==> src/rtl/seven_seg_capture.sv <==
// Receive side of the multiplexed seven-segment bus: rebuilds the hi/lo pattern
// pair from alternating strobes, decodes both digits and supervises strobe cadence.
module seven_seg_capture #(
  parameter int unsigned FREQ  = 15000,
  parameter int unsigned CBITS = 16,
  parameter int unsigned TMO   = 2 * FREQ + 2
) (
  input  logic        clk,
  input  logic        rst,
  input  logic [6:0]  segment,
  input  logic        sig,
  output logic [13:0] both7seg_out,
  output logic [3:0]  hi_nib,
  output logic [3:0]  lo_nib,
  output logic        pair_valid,
  output logic        dec_err,
  output logic        locked,
  output logic        timeout
);

  localparam logic [CBITS-1:0] TMO_C    = CBITS'(TMO);
  localparam logic [CBITS-1:0] TMO_M1_C = CBITS'(TMO - 1);
  localparam logic [CBITS-1:0] ONE_C    = CBITS'(1);

  typedef enum logic [1:0] {
    WAIT_HI = 2'd0,
    WAIT_LO = 2'd1,
    LOST    = 2'd2
  } state_t;

  state_t           state;
  logic [CBITS-1:0] gap;
  logic [6:0]       hi_hold;
  logic [4:0]       hi_dec_c;
  logic [4:0]       lo_dec_c;

  // Pattern to {illegal, nibble}; anything outside the hex font is illegal and reads as 0.
  function automatic logic [4:0] decode(input logic [6:0] p);
    case (p)
      7'h3F:   decode = 5'h00;
      7'h06:   decode = 5'h01;
      7'h5B:   decode = 5'h02;
      7'h4F:   decode = 5'h03;
      7'h66:   decode = 5'h04;
      7'h6D:   decode = 5'h05;
      7'h7D:   decode = 5'h06;
      7'h07:   decode = 5'h07;
      7'h7F:   decode = 5'h08;
      7'h6F:   decode = 5'h09;
      7'h77:   decode = 5'h0A;
      7'h7C:   decode = 5'h0B;
      7'h39:   decode = 5'h0C;
      7'h5E:   decode = 5'h0D;
      7'h79:   decode = 5'h0E;
      7'h71:   decode = 5'h0F;
      default: decode = 5'h10;
    endcase
  endfunction

  assign hi_dec_c = decode(hi_hold);
  assign lo_dec_c = decode(segment);

  // Capture FSM and cadence supervisor; a strobe always beats a coincident timeout.
  always_ff @(posedge clk or negedge rst) begin
    if (!rst) begin
      state        <= WAIT_HI;
      gap          <= '0;
      hi_hold      <= '0;
      both7seg_out <= '0;
      hi_nib       <= '0;
      lo_nib       <= '0;
      pair_valid   <= 1'b0;
      dec_err      <= 1'b0;
      locked       <= 1'b0;
      timeout      <= 1'b0;
    end else begin
      pair_valid <= 1'b0;
      if (sig) begin
        gap <= '0;
        case (state)
          WAIT_HI: begin
            hi_hold <= segment;
            state   <= WAIT_LO;
          end
          WAIT_LO: begin
            both7seg_out <= {hi_hold, segment};
            hi_nib       <= hi_dec_c[3:0];
            lo_nib       <= lo_dec_c[3:0];
            dec_err      <= hi_dec_c[4] | lo_dec_c[4];
            pair_valid   <= 1'b1;
            locked       <= 1'b1;
            state        <= WAIT_HI;
          end
          LOST: begin
            timeout <= 1'b0;
            hi_hold <= segment;
            state   <= WAIT_LO;
          end
          default: state <= WAIT_HI;
        endcase
      end else if (gap != TMO_C) begin
        gap <= gap + ONE_C;
        if (gap == TMO_M1_C) begin
          timeout <= 1'b1;
          locked  <= 1'b0;
          hi_hold <= '0;
          state   <= LOST;
        end
      end
    end
  end

endmodule
==> config.mk <==
export PLATFORM = sky130hd
export DESIGN_NAME = seven_seg_capture
export DESIGN_NICKNAME = d
export VERILOG_FILES = /design/src/rtl/seven_seg_capture.sv
export SDC_FILE = /design/constraint.sdc
export NUM_CORES = 1
export LEC_CHECK = 0
export CAP_MARGIN = 15
export CORE_UTILIZATION = 56
export DETAILED_ROUTE_END_ITERATION = 16
export GPL_TIMING_DRIVEN = 0
export PLACE_DENSITY = 0.78
export SYNTH_ARGS = -nofsm -noshare
export SYNTH_HDL_FRONTEND = slang
export SYNTH_SLANG_ARGS = --single-unit
==> constraint.sdc <==
create_clock -name clk -period 2.8 [get_ports clk]
set_clock_uncertainty 0.05 [all_clocks]
set_input_delay 0.42 -clock clk [delete_from_list [all_inputs] [get_ports clk]]
set_output_delay 0.42 -clock clk [all_outputs]
set_load 0.005 [all_outputs]
Yosys cells after proc, flatten, opt, wreduce, memory -nomap -nowiden
Cells that the tools add are included.
W data, S select, Z words.
Storage, ports and cells
  register bits after elaboration: 51
  bits of input ports: 10
  output and inout bits: 26
  logic and storage cells: 82
Cells by class
  add/subtract/negate cells: 1
  equality and inequality tests: 39
  muxes and demuxes: 22
  bitwise logic cells: 1
  reduce and logical (&&, ||, !) cells: 9
Operators by type and width (number)
  $eq A7 B7 Y1 const B: 24
  $pmux W5 S16: 2
  $mux W16: 2
  $eq A7 B3 Y1 const B: 4
  $eq A7 B6 Y1 const B: 4
  $mux W7: 4
  $add A16 B1 Y16 const B: 1
  $eq A16 B15 Y1 const B: 1
  $ne A16 B15 Y1 const B: 1
  $mux W1: 11
  $reduce_and A3 Y1: 3
  $mux W2: 3
  $ne A2 B1 Y1 const B: 2
  $reduce_and A2 Y1: 2
  $reduce_bool A2 Y1: 2
  $eq A2 B1 Y1 const B: 1
  $eq A2 B2 Y1 const B: 1
  $logic_not A2 Y1: 1
  $ne A2 B2 Y1 const B: 1
  $reduce_or A2 Y1: 1
  $or A1 B1 Y1: 1

Longest topological paths before layout
  word-level depth: 4
  mapped depth: 7
  mapped depth without buffers: 6

Worst setup path after synthesis
Ideal clock, no wire load.
  kind: flip-flop to flip-flop
  start point: register gap[6]
  end point: register hi_hold[0]
  setup time: 0.121 ns
  arrival: 1.664 ns
  required time: 2.629 ns
  slack: 0.965 ns
  stages on the path, launching flop included: 6
  buffers on the path: 0
  period minus slack after synthesis: 1.835 ns
  cell sequence: dfrtp_1 -> or4_4 -> nor4_4 -> and3b_4 -> a21oi_4 -> a22o_1
Between the ends
  longest elaborated chain between the ends: 3
  elaborated cells between the ends (all ways): 5
  those cells by class: eq/ne (2); reduce/logical (3)
Ends and longest elaborated chain
  from (decl): RTL line 32  | logic [CBITS-1:0] gap;
  from (signal assigned): RTL line 102  | gap <= gap + ONE_C;
  $eq A16 B15 Y1 or $ne A16 B15 Y1 (tied branches): RTL line 103, 101
  $reduce_bool A2 Y1 (no line)
  $reduce_and A3 Y1 (no line) *
  to (signal assigned): RTL line 82  | hi_hold <= segment;
  to (signal assigned): RTL line 96  | hi_hold <= segment;
  to (decl): RTL line 33  | logic [6:0] hi_hold;
Every way passes the cells marked *; elsewhere a longest branch is shown, timed or not.
A chain may end at the register's enable or synchronous reset.

Worst setup path after layout
  start point: register gap[6]
  end point: register hi_hold[4]
Same word-level chain as after synthesis.

==> summary.txt <==
Sequential power share: 0.467
Top cells by area, synth: dfrtp_1 (45%), nand2_1 (8.2%), clkbuf_8 (5.8%), nor2_1 (3.4%), xor2_1 (2.5%)
Area of the core: 4817 sq um
LEAKAGE: 1.422 nW
Syn Area/Cell: 9.407 sq um
Max cap viols: 0
TritonCTS Sinks: 51
RR Endpoint: hi_hold[4]
Sequential-to-total area share from yosys stat: 0.4478
1st-iter DRT viols: 157
Largest net degree at the start of global routing: 40
Synth Area in Adders: 0.01317
Antenna violations before repair: 0
Ports: 36
Async S/R FF share, synth: 1.000
Fin. max-slew vios: 0
Status: finished, final reports clean
Crit path from: gap[6]
FP Rows: 25
Vias: 2343
RSZ-0062 raised after global routing: no
Wire per inst: 14.70 um
M1 wire length: 2.638 mm
Minimum clock period: 2.016 ns
HPWL after DPL: 4.358 mm
Tot Pwr: 1.953 mW
Non-filler instance count after layout: 411
EDFF count, synth: 0
CTS Buffer Depth: 2
CTS resizes: 0
Synth warn: 0
Area growth from synthesis to layout: 18.35%
Hold Path Class: input pin to flip-flop
Simple-gate portion of the synthesized area: 0.2660
Inst Count DP: 402
Clock network power share: 0.235
Multiplexer share of the synthesized area: 0.003951
Logic pwr share: 0.298
CTS H-tree depth: 2
Buffers added on ports: 31
Final WL: 6.040 mm
Die ar.: 5379 sq um
Die height: 73.34 um
Post-CTS setup buffers: 0
Post-synthesis compound-gate area fraction: 0.1356
Vias in the first global route: 2170
Drt pass-1 iters: 4
P per Cell Area: 579.0 nW/um^2
Worst hold slack: 0.2877 ns
GRT overflow: 0
Total CTS buffers: 5
GRT Util Overall: 0.2462
Initial core utilization: 0.5917
Post-synth top area share: 0.4478
Met3 wire len: 329 um
CTS tree: done
First-pass GRT wire length: 10.01 mm
Wire length on met2: 3.029 mm
Maximum vdd ir drop: 0.2522 mV
Synth Area in XOR/XNOR: 0.04609
CP arrival: 2.16 ns
Clock Latency Late Sink: 0.30 ns
Critical path type: flip-flop to flip-flop
Via density: 5.701
Fmax: 495.9 MHz
Worst r2r src: gap[6]
Area of the mapped netlist: 2850 sq um
Period utilization: 0.7202
Setup crit end: hi_hold[4]
Worst-margin pin slew: 0.4910 ns
Die W: 73.34 um
CP max FO: 7
Drt drc: 0
Synth Net Count: 316
Post-CTS Hold Buffers: 1
Final Hold Viols: 0
FF-to-FF setup slack: 0.78 ns
Cell count of the worst reg-to-reg path: 5
Post-synthesis cell type count: 59
Fin Setup TNS: 0 ns
Final setup vio count: 0
Largest family of logic cells by synthesized area: simple AND/OR/NAND/NOR gates
Leading area contributor after synthesis: dfrtp_1
Max-slew headroom: 0.6702
Pint: 1.380 mW
Switch share: 0.2935
Placer Congestion: 0.8973
Net Sw Power: 0.5732 mW
CP Launch Type: flip-flop
Antenna violation net count after detailed routing: 0
Final antenna diode count: 0
Top sig layer: met4
CTS root buf: clkbuf_8
WP data required: 2.94 ns
Crit. End Element: flip-flop
Clock slew at reported path FFs: 0.09 ns
Nets: 356
Yosys reg bits: 51
Post-Synthesis Cells: 303
Share of cells above drive strength 1: 0.1163
Primary FF master, synth: dfrtp_1
## area by class of cell
class | instances | area (sq um)
plain buffers | 20 | 215.2
inverters | 9 | 33.78
fillers | 414 | 1444
repair buffers | 33 | 335.3
multi-input cells | 223 | 1325
flip-flops and latches | 51 | 1276
well taps | 67 | 83.83
clock inverters | 1 | 7.507
clock buffers | 7 | 96.34
## sequential cells by signal, indices dropped and copies added (netlist names)
register,cells
dec_err,1
locked,1
both7seg_out,14
hi_nib,4
gap,16
timeout,1
lo_nib,4
pair_valid,1
hi_hold,7
state,2
## critical path: stages (launching register included)
cell and delay (ns):
dfrtp_1 0.42, or4_4 0.56, nor4_4 0.27, and3b_4 0.29, a21oi_4 0.10, a22o_1 0.21
## routing by layer
metal,track usage,vias to the layer above
met5,0,-
met4,0.07265,0
met3,0.05075,4
met2,0.4095,73
met1,0.3262,1133
li1,-,1133
## cell usage after synthesis, drive strengths merged (2+ instances only)
cell,count
xnor2,7
nand4,3
nand3b,2
a22o,8
buf,5
nand2b,6
nand3,9
or3,4
dfrtp,51
nand2,62
a31oi,5
o2111ai,2
or2,2
nor4,5
ha,3
xor2,8
and3,2
nor4b,3
o211ai,2
inv,9
clkbuf,15
or4,4
o22ai,3
or4b,2
a41oi,2
nor3,8
nand4b,2
a21oi,12
o21ai,13
nor3b,2
nor2,27
## placed cells by master (no fill, tap or decap), types with 3 or more instances in the layout
| cell type | netlist | routed |
|---|---|---|
| nand2_1 | 62 | 62 |
| dfrtp_1 | 51 | 51 |
| clkdlybuf4s50_1 | 0 | 30 |
| nor2_1 | 26 | 26 |
| clkbuf_8 | 12 | 19 |
| o21ai_0 | 11 | 11 |
| a21oi_1 | 11 | 11 |
| inv_1 | 9 | 9 |
| nand3_1 | 9 | 9 |
| nor3_1 | 8 | 8 |
| xor2_1 | 8 | 8 |
| xnor2_1 | 7 | 7 |
| a22o_1 | 7 | 7 |
| nand2b_1 | 6 | 6 |
| a31oi_1 | 5 | 5 |
| nor4_1 | 4 | 4 |
| or4_1 | 3 | 3 |
| clkbuf_1 | 3 | 3 |
| nor4b_1 | 3 | 3 |
| or3_1 | 3 | 3 |
| nand4_1 | 3 | 3 |
| o22ai_1 | 3 | 3 |
| ha_1 | 3 | 3 |
## cells by family after synthesis
| group | after synthesis |
|---|---|
| buffers and inverters | 29 |
| multiplexers | 1 |
| XOR/XNOR | 15 |
| AND/OR/NAND/NOR | 148 |
| AO/OA/AOI/OAI | 56 |
| flip-flops | 51 |
| adder cells (fa/ha/maj) | 3 |
## metrics by stage
step                worst slack, ns  instance area, sq um  utilization
global route                 0.7335                  3373       0.7003
global placement            -0.2136                  3244       0.6735
CTS                          0.7801                  3373       0.7003
floorplan                    0.9651                  2850            -
detailed placement           0.4780                  3259       0.6766
finish                       0.7836                  3373       0.7003
## power by group through the flow
stage	logic [mW]	registers, mW	clock network (mW)
2_1_floorplan	0.313	0.924	0
3_3_place_gp	0.568	0.923	0
3_5_place_dp	0.582	0.927	0
4_1_cts	0.585	0.912	0.479
5_1_grt	0.644	0.925	0.504
6_report	0.582	0.912	0.460
## worst min-delay path by stage
stage,start,end,cells after the start
global placement,both7seg_out[4],both7seg_out[4],2
floorplan,rst,both7seg_out[0],0
global route,sig,gap[14],2
detailed placement,rst,dec_err,1
finish,sig,gap[8],2
CTS,sig,gap[8],2
Power figures use the tool's default switching activity.
==> edit 1, RTL diff (config.mk and constraints unchanged) <==
Add an input register stage for `segment` and `sig`, cleared by the reset; this delays them by one clock.
--- a/src/rtl/seven_seg_capture.sv
+++ b/src/rtl/seven_seg_capture.sv
@@ -29,2 +29,15 @@
   } state_t;
+
+  logic [6:0] segment_q;
+  logic sig_q;
+
+  always_ff @(posedge clk or negedge rst) begin
+    if (!rst) begin
+      segment_q <= '0;
+      sig_q     <= '0;
+    end else begin
+      segment_q <= segment;
+      sig_q     <= sig;
+    end
+  end
 
@@ -60,3 +73,3 @@
   assign hi_dec_c = decode(hi_hold);
-  assign lo_dec_c = decode(segment);
+  assign lo_dec_c = decode(segment_q);
 
@@ -77,3 +90,3 @@
       pair_valid <= 1'b0;
-      if (sig) begin
+      if (sig_q) begin
         gap <= '0;
@@ -81,3 +94,3 @@
           WAIT_HI: begin
-            hi_hold <= segment;
+            hi_hold <= segment_q;
             state   <= WAIT_LO;
@@ -85,3 +98,3 @@
           WAIT_LO: begin
-            both7seg_out <= {hi_hold, segment};
+            both7seg_out <= {hi_hold, segment_q};
             hi_nib       <= hi_dec_c[3:0];
@@ -95,3 +108,3 @@
             timeout <= 1'b0;
-            hi_hold <= segment;
+            hi_hold <= segment_q;
             state   <= WAIT_LO;
Behaviour: not the same (a bounded check fails within 4 cycles, from zero or initial values and one cycle with rst low).
==> edit 1 against the original RTL <==
The flow now finishes with violations (negative hold slack); sequential cell count rose by 8; design area rose by 6.7%; total power rose by 19%; first-iteration DRC count rose by 25%; clock power rose by 59%; area after synthesis rose by 3.7%; worst setup slack got worse by 0.10 ns; routed wire length rose by 0.28%; core utilization rose by 0.45 points; critical path type unchanged; largest cell class is now registers.
==> edit 1: results (changes against the original RTL) <==
* Post-synthesis adder-cell area fraction at 0.01270 (was 0.01317)
* Failing checks: negative hold slack
* Comb group at 0.000534 W (was 0.000582 W)
* DR vias at 2386 (was 2343)
* CTS buffer count at 9 (was 5)
* RR Startpoint: gap[11] (was gap[6])
* Synth-to-layout area growth at 21.80% (was 18.35%)
* CP Launch Point: gap[11] (was gap[6])
* Xor/xnor cell area share of the yosys netlist at 0.04149 (was 0.04609)
* Tot GR Track Use at 0.2535 (was 0.2462)
* Dpl ws at 0.7153 ns (was 0.4780 ns)
* Hold_ws at -0.01147 ns (was 0.2877 ns)
* Sw frac at 0.2768 (was 0.2935)
* Final Hold Fails at 20 (was 0)
* Pleak at 1.573 nW (was 1.422 nW)
* Post-synth net total at 320 (was 316)
* Status: finished, violations left (was finished, final reports clean)
* Post-synthesis register bit count at 59 (was 51)
* Worst-margin pin slew at 0.5439 ns (was 0.4910 ns)
* Setup slack, reg-to-reg at 0.68 ns (was 0.78 ns)
* Compound-Gate Fraction of Synth Area at 0.1418 (was 0.1356)
* List of most frequent post-synthesis cells: dfrtp_1 (59), nand2_1 (57), nor2_1 (28) (was nand2_1 (62), dfrtp_1 (51), nor2_1 (26))
* H-tree Lvls at 3 (was 2)
* Non-Clock Buffer Area Fraction at 0.1390 (was 0.1632)
* Area contributors post-synth: dfrtp_1 (50%), nand2_1 (7.2%), nor2_1 (3.6%), o21ai_0 (2.9%), xor2_1 (2.4%) (was dfrtp_1 (45%), nand2_1 (8.2%), clkbuf_8 (5.8%), nor2_1 (3.4%), xor2_1 (2.5%))
* First-pass GRT wire length at 10.29 mm (was 10.01 mm)
* Share of layout cells above drive strength 1 at 0.1198 (was 0.1163)
* Gp weighted congestion at 0.8682 (was 0.8973)
* Multi-input comb cells at 219 (was 223)
* Seq/total area at 0.4102 (was 0.3783)
* Port Buf Inserts at 35 (was 31)
* Clock buf/inv share at 0.05318 (was 0.03079)
* Non-Clock Buffer Count at 57 (was 53)
* DRT Wirelength at 6.057 mm (was 6.040 mm)
* Post-synth top area share at 0.4996 (was 0.4478)
* Clock transition at path regs at 0.07 ns (was 0.09 ns)
* Regs by FF count: gap x16, both7seg_out x14 (was gap x16, both7seg_out x14, hi_hold x7)
* Worst Path Arrival at 2.29 ns (was 2.16 ns)
* Clk_lat worst skew at 0.34 ns (was 0.30 ns)
edit 1: metrics by stage:
stage	hold WS (ns)	total power, W	setup TNS [ns]	std cells
floorplan	0.07441	0.001331	0	307
global placement	0.4111	0.001585	-31.52	412
detailed placement	0.3689	0.001601	0	413
CTS	0.001974	0.002342	0	429
global route	0.01480	0.002459	0	429
finish	-0.01147	0.002318	0	429
edit 1: worst max-delay path, cell delays in order, from the launching register on:
cell,delay (ns)
dfrtp_1,0.42
or4b_1,0.56
nor4_2,0.36
and3b_4,0.31
a21oi_4,0.10
a22o_1,0.20
edit 1: metal layers:
| metal | part of all wire | vias up | GRT usage |
|---|---|---|---|
| li1 | - | 1166 | - |
| met1 | 0.48 | 1152 | 0.3586 |
| met2 | 0.46 | 59 | 0.3754 |
| met3 | 0.042 | 9 | 0.08434 |
| met4 | 0.015 | 0 | 0.07338 |
| met5 | 0 | - | 0 |
==> edit 2, RTL diff (config.mk and constraints unchanged) <==
Made on the original files. Change the parameter `CBITS` from 16 to 32.
--- a/src/rtl/seven_seg_capture.sv
+++ b/src/rtl/seven_seg_capture.sv
@@ -4,3 +4,3 @@
   parameter int unsigned FREQ  = 15000,
-  parameter int unsigned CBITS = 16,
+  parameter int unsigned CBITS = 32,
   parameter int unsigned TMO   = 2 * FREQ + 2
Behaviour: same outputs for any inputs over 10 cycles, from zero or initial values and one cycle with rst low; that may be too few to reach the edited logic, so the function may still have changed.
==> edit 2 against the original RTL <==
Total power is 29% higher; area after synthesis is 26% higher; synthesized cell count is 32% higher; worst setup slack worse by 0.36 ns; count of clock-buffer cells in the layout is 3 higher; routed wire length is 38% higher; via count is 32% higher; non-clock buffer count is 6 higher; sequential cell count is 16 higher; design area is 25% higher; highest routed layer unchanged.
==> edit 2: results (changes against the original RTL) <==
* Status: finished, final reports clean (unchanged)
* Regs by FF count: gap x32, both7seg_out x14, hi_hold x7 (was gap x16, both7seg_out x14, hi_hold x7)
* Met3 wire length at 352 um (was 329 um)
* Sequential share of the synthesized area at 0.4674 (was 0.4478)
* Clock buf/inv share at 0.04603 (was 0.03079)
* Share of layout cells above drive strength 1 at 0.07111 (was 0.1163)
* Gp weighted congestion at 0.9074 (was 0.8973)
* Setup slack, reg-to-reg at 0.45 ns (was 0.78 ns)
* Nets at 458 (was 356)
* Largest net degree at the start of global routing at 68 (was 40)
* Slowest stage delay, CP at 0.49 ns (was 0.56 ns)
* Tot GR Track Use at 0.2766 (was 0.2462)
* Port Buf Inserts at 34 (was 31)
* Hold Crit Class: in2async (was in2reg)
* Compound-Gate Fraction of Synth Area at 0.1085 (was 0.1356)
* Post-synthesis adder-cell area fraction at 0.01046 (was 0.01317)
* Clock buffers at 10 (was 7)
* Vias in the first global route at 2960 (was 2170)
* Xor/xnor cell area share of the yosys netlist at 0.07081 (was 0.04609)
* Post-CTS Resized at 0 (unchanged)
* Dpl cells at 509 (was 402)
* Post-synthesis async set-or-reset flop share at 1.000 (unchanged)
* RR Startpoint: gap[26] (was gap[6])
* DRT Wirelength at 8.329 mm (was 6.040 mm)
* Post-synth net total at 413 (was 316)
* List of most frequent post-synthesis cells: dfrtp_1 (67), nand2_1 (61), nor2_1 (46) (was nand2_1 (62), dfrtp_1 (51), nor2_1 (26))
* CTS buffer count at 9 (was 5)
* Slew Limit Headroom at 0.4529 (was 0.6702)
* Mean post-synth cell area at 8.968 um^2 (was 9.407 um^2)
* Met3 Resource Use GR at 0.04333 (was 0.05075)
* Slowest-stage cell, CP: clkdlybuf4s50_1 (was or4_4)
* Post-route cell area at 4213 um^2 (was 3373 um^2)
* Met1 wire length at 4.171 mm (was 2.638 mm)
* Post-synthesis mux area share at 0.005930 (was 0.003951)
* Hold_ws at 0.1196 ns (was 0.2877 ns)
* DR vias at 3093 (was 2343)
* Post-synth cell types at 55 (was 59)
* Worst IR Drop VDD at 0.0003705 V (was 0.0002522 V)
* Post-place instance area at 4019 um^2 (was 3259 um^2)
* First-pass GRT wire length at 13.90 mm (was 10.01 mm)
* Fin crit share at 0.8492 (was 0.7202)
* H-tree Lvls at 3 (was 2)
* Post-DR wirelength/cell at 15.86 um (was 14.70 um)
* Synth Cell Area at 3587 um^2 (was 2850 um^2)
* HPWL after DPL at 5.574 mm (was 4.358 mm)
* Register area at 1677 um^2 (was 1276 um^2)
* Worst Path Arrival at 2.53 ns (was 2.16 ns)
* Clk_lat worst skew at 0.35 ns (was 0.30 ns)
* Multi-input comb cells at 295 (was 223)
* Non-Clock Buffer Count at 59 (was 53)
* Delay-heaviest family, CP: buffers and inverters (was simple AND/OR/NAND/NOR gates)
* Max FO, Critical Path at 10 (was 7)
* Int Pwr at 0.001768 W (was 0.001380 W)
* Clock Sinks at 67 (was 51)
* Met2 Wirelength at 3.673 mm (was 3.029 mm)
* Worst r2r dst: hi_hold[0] (was hi_hold[4])
* Fill count at 507 (was 414)
* Dpl ws at 0.08454 ns (was 0.4780 ns)
edit 2: cell count changes after synthesis, sizes merged, moves of 4 or more:
cell	before	now
nor2	27	47
clkbuf	15	22
nand4	3	7
and4	0	5
inv	9	13
nor4	5	16
nor3	8	16
xnor2	7	22
or3b	0	5
nand3	9	14
dfrtp	51	67
edit 2: power groups by stage:
stage	Clock (W)	Combinational (W)	Sequential, W
finish	0.000799	0.000568	0.00115
global route	0.000844	0.000632	0.00117
CTS	0.000805	0.000569	0.00115
detailed placement	0	0.000565	0.00117
global placement	0	0.000553	0.00117
floorplan	0	0.000278	0.00116
edit 2: worst max-delay path by stage:
stage                     cells past startpoint         to  startpoint
after floorplan                               5    gap[31]      gap[4]
after global placement                        1  lo_nib[0]         rst
after detailed placement                      6  lo_nib[1]         sig
after CTS                                     6  lo_nib[1]         sig
after global routing                          6  lo_nib[1]         sig
final                                         6  lo_nib[1]         sig
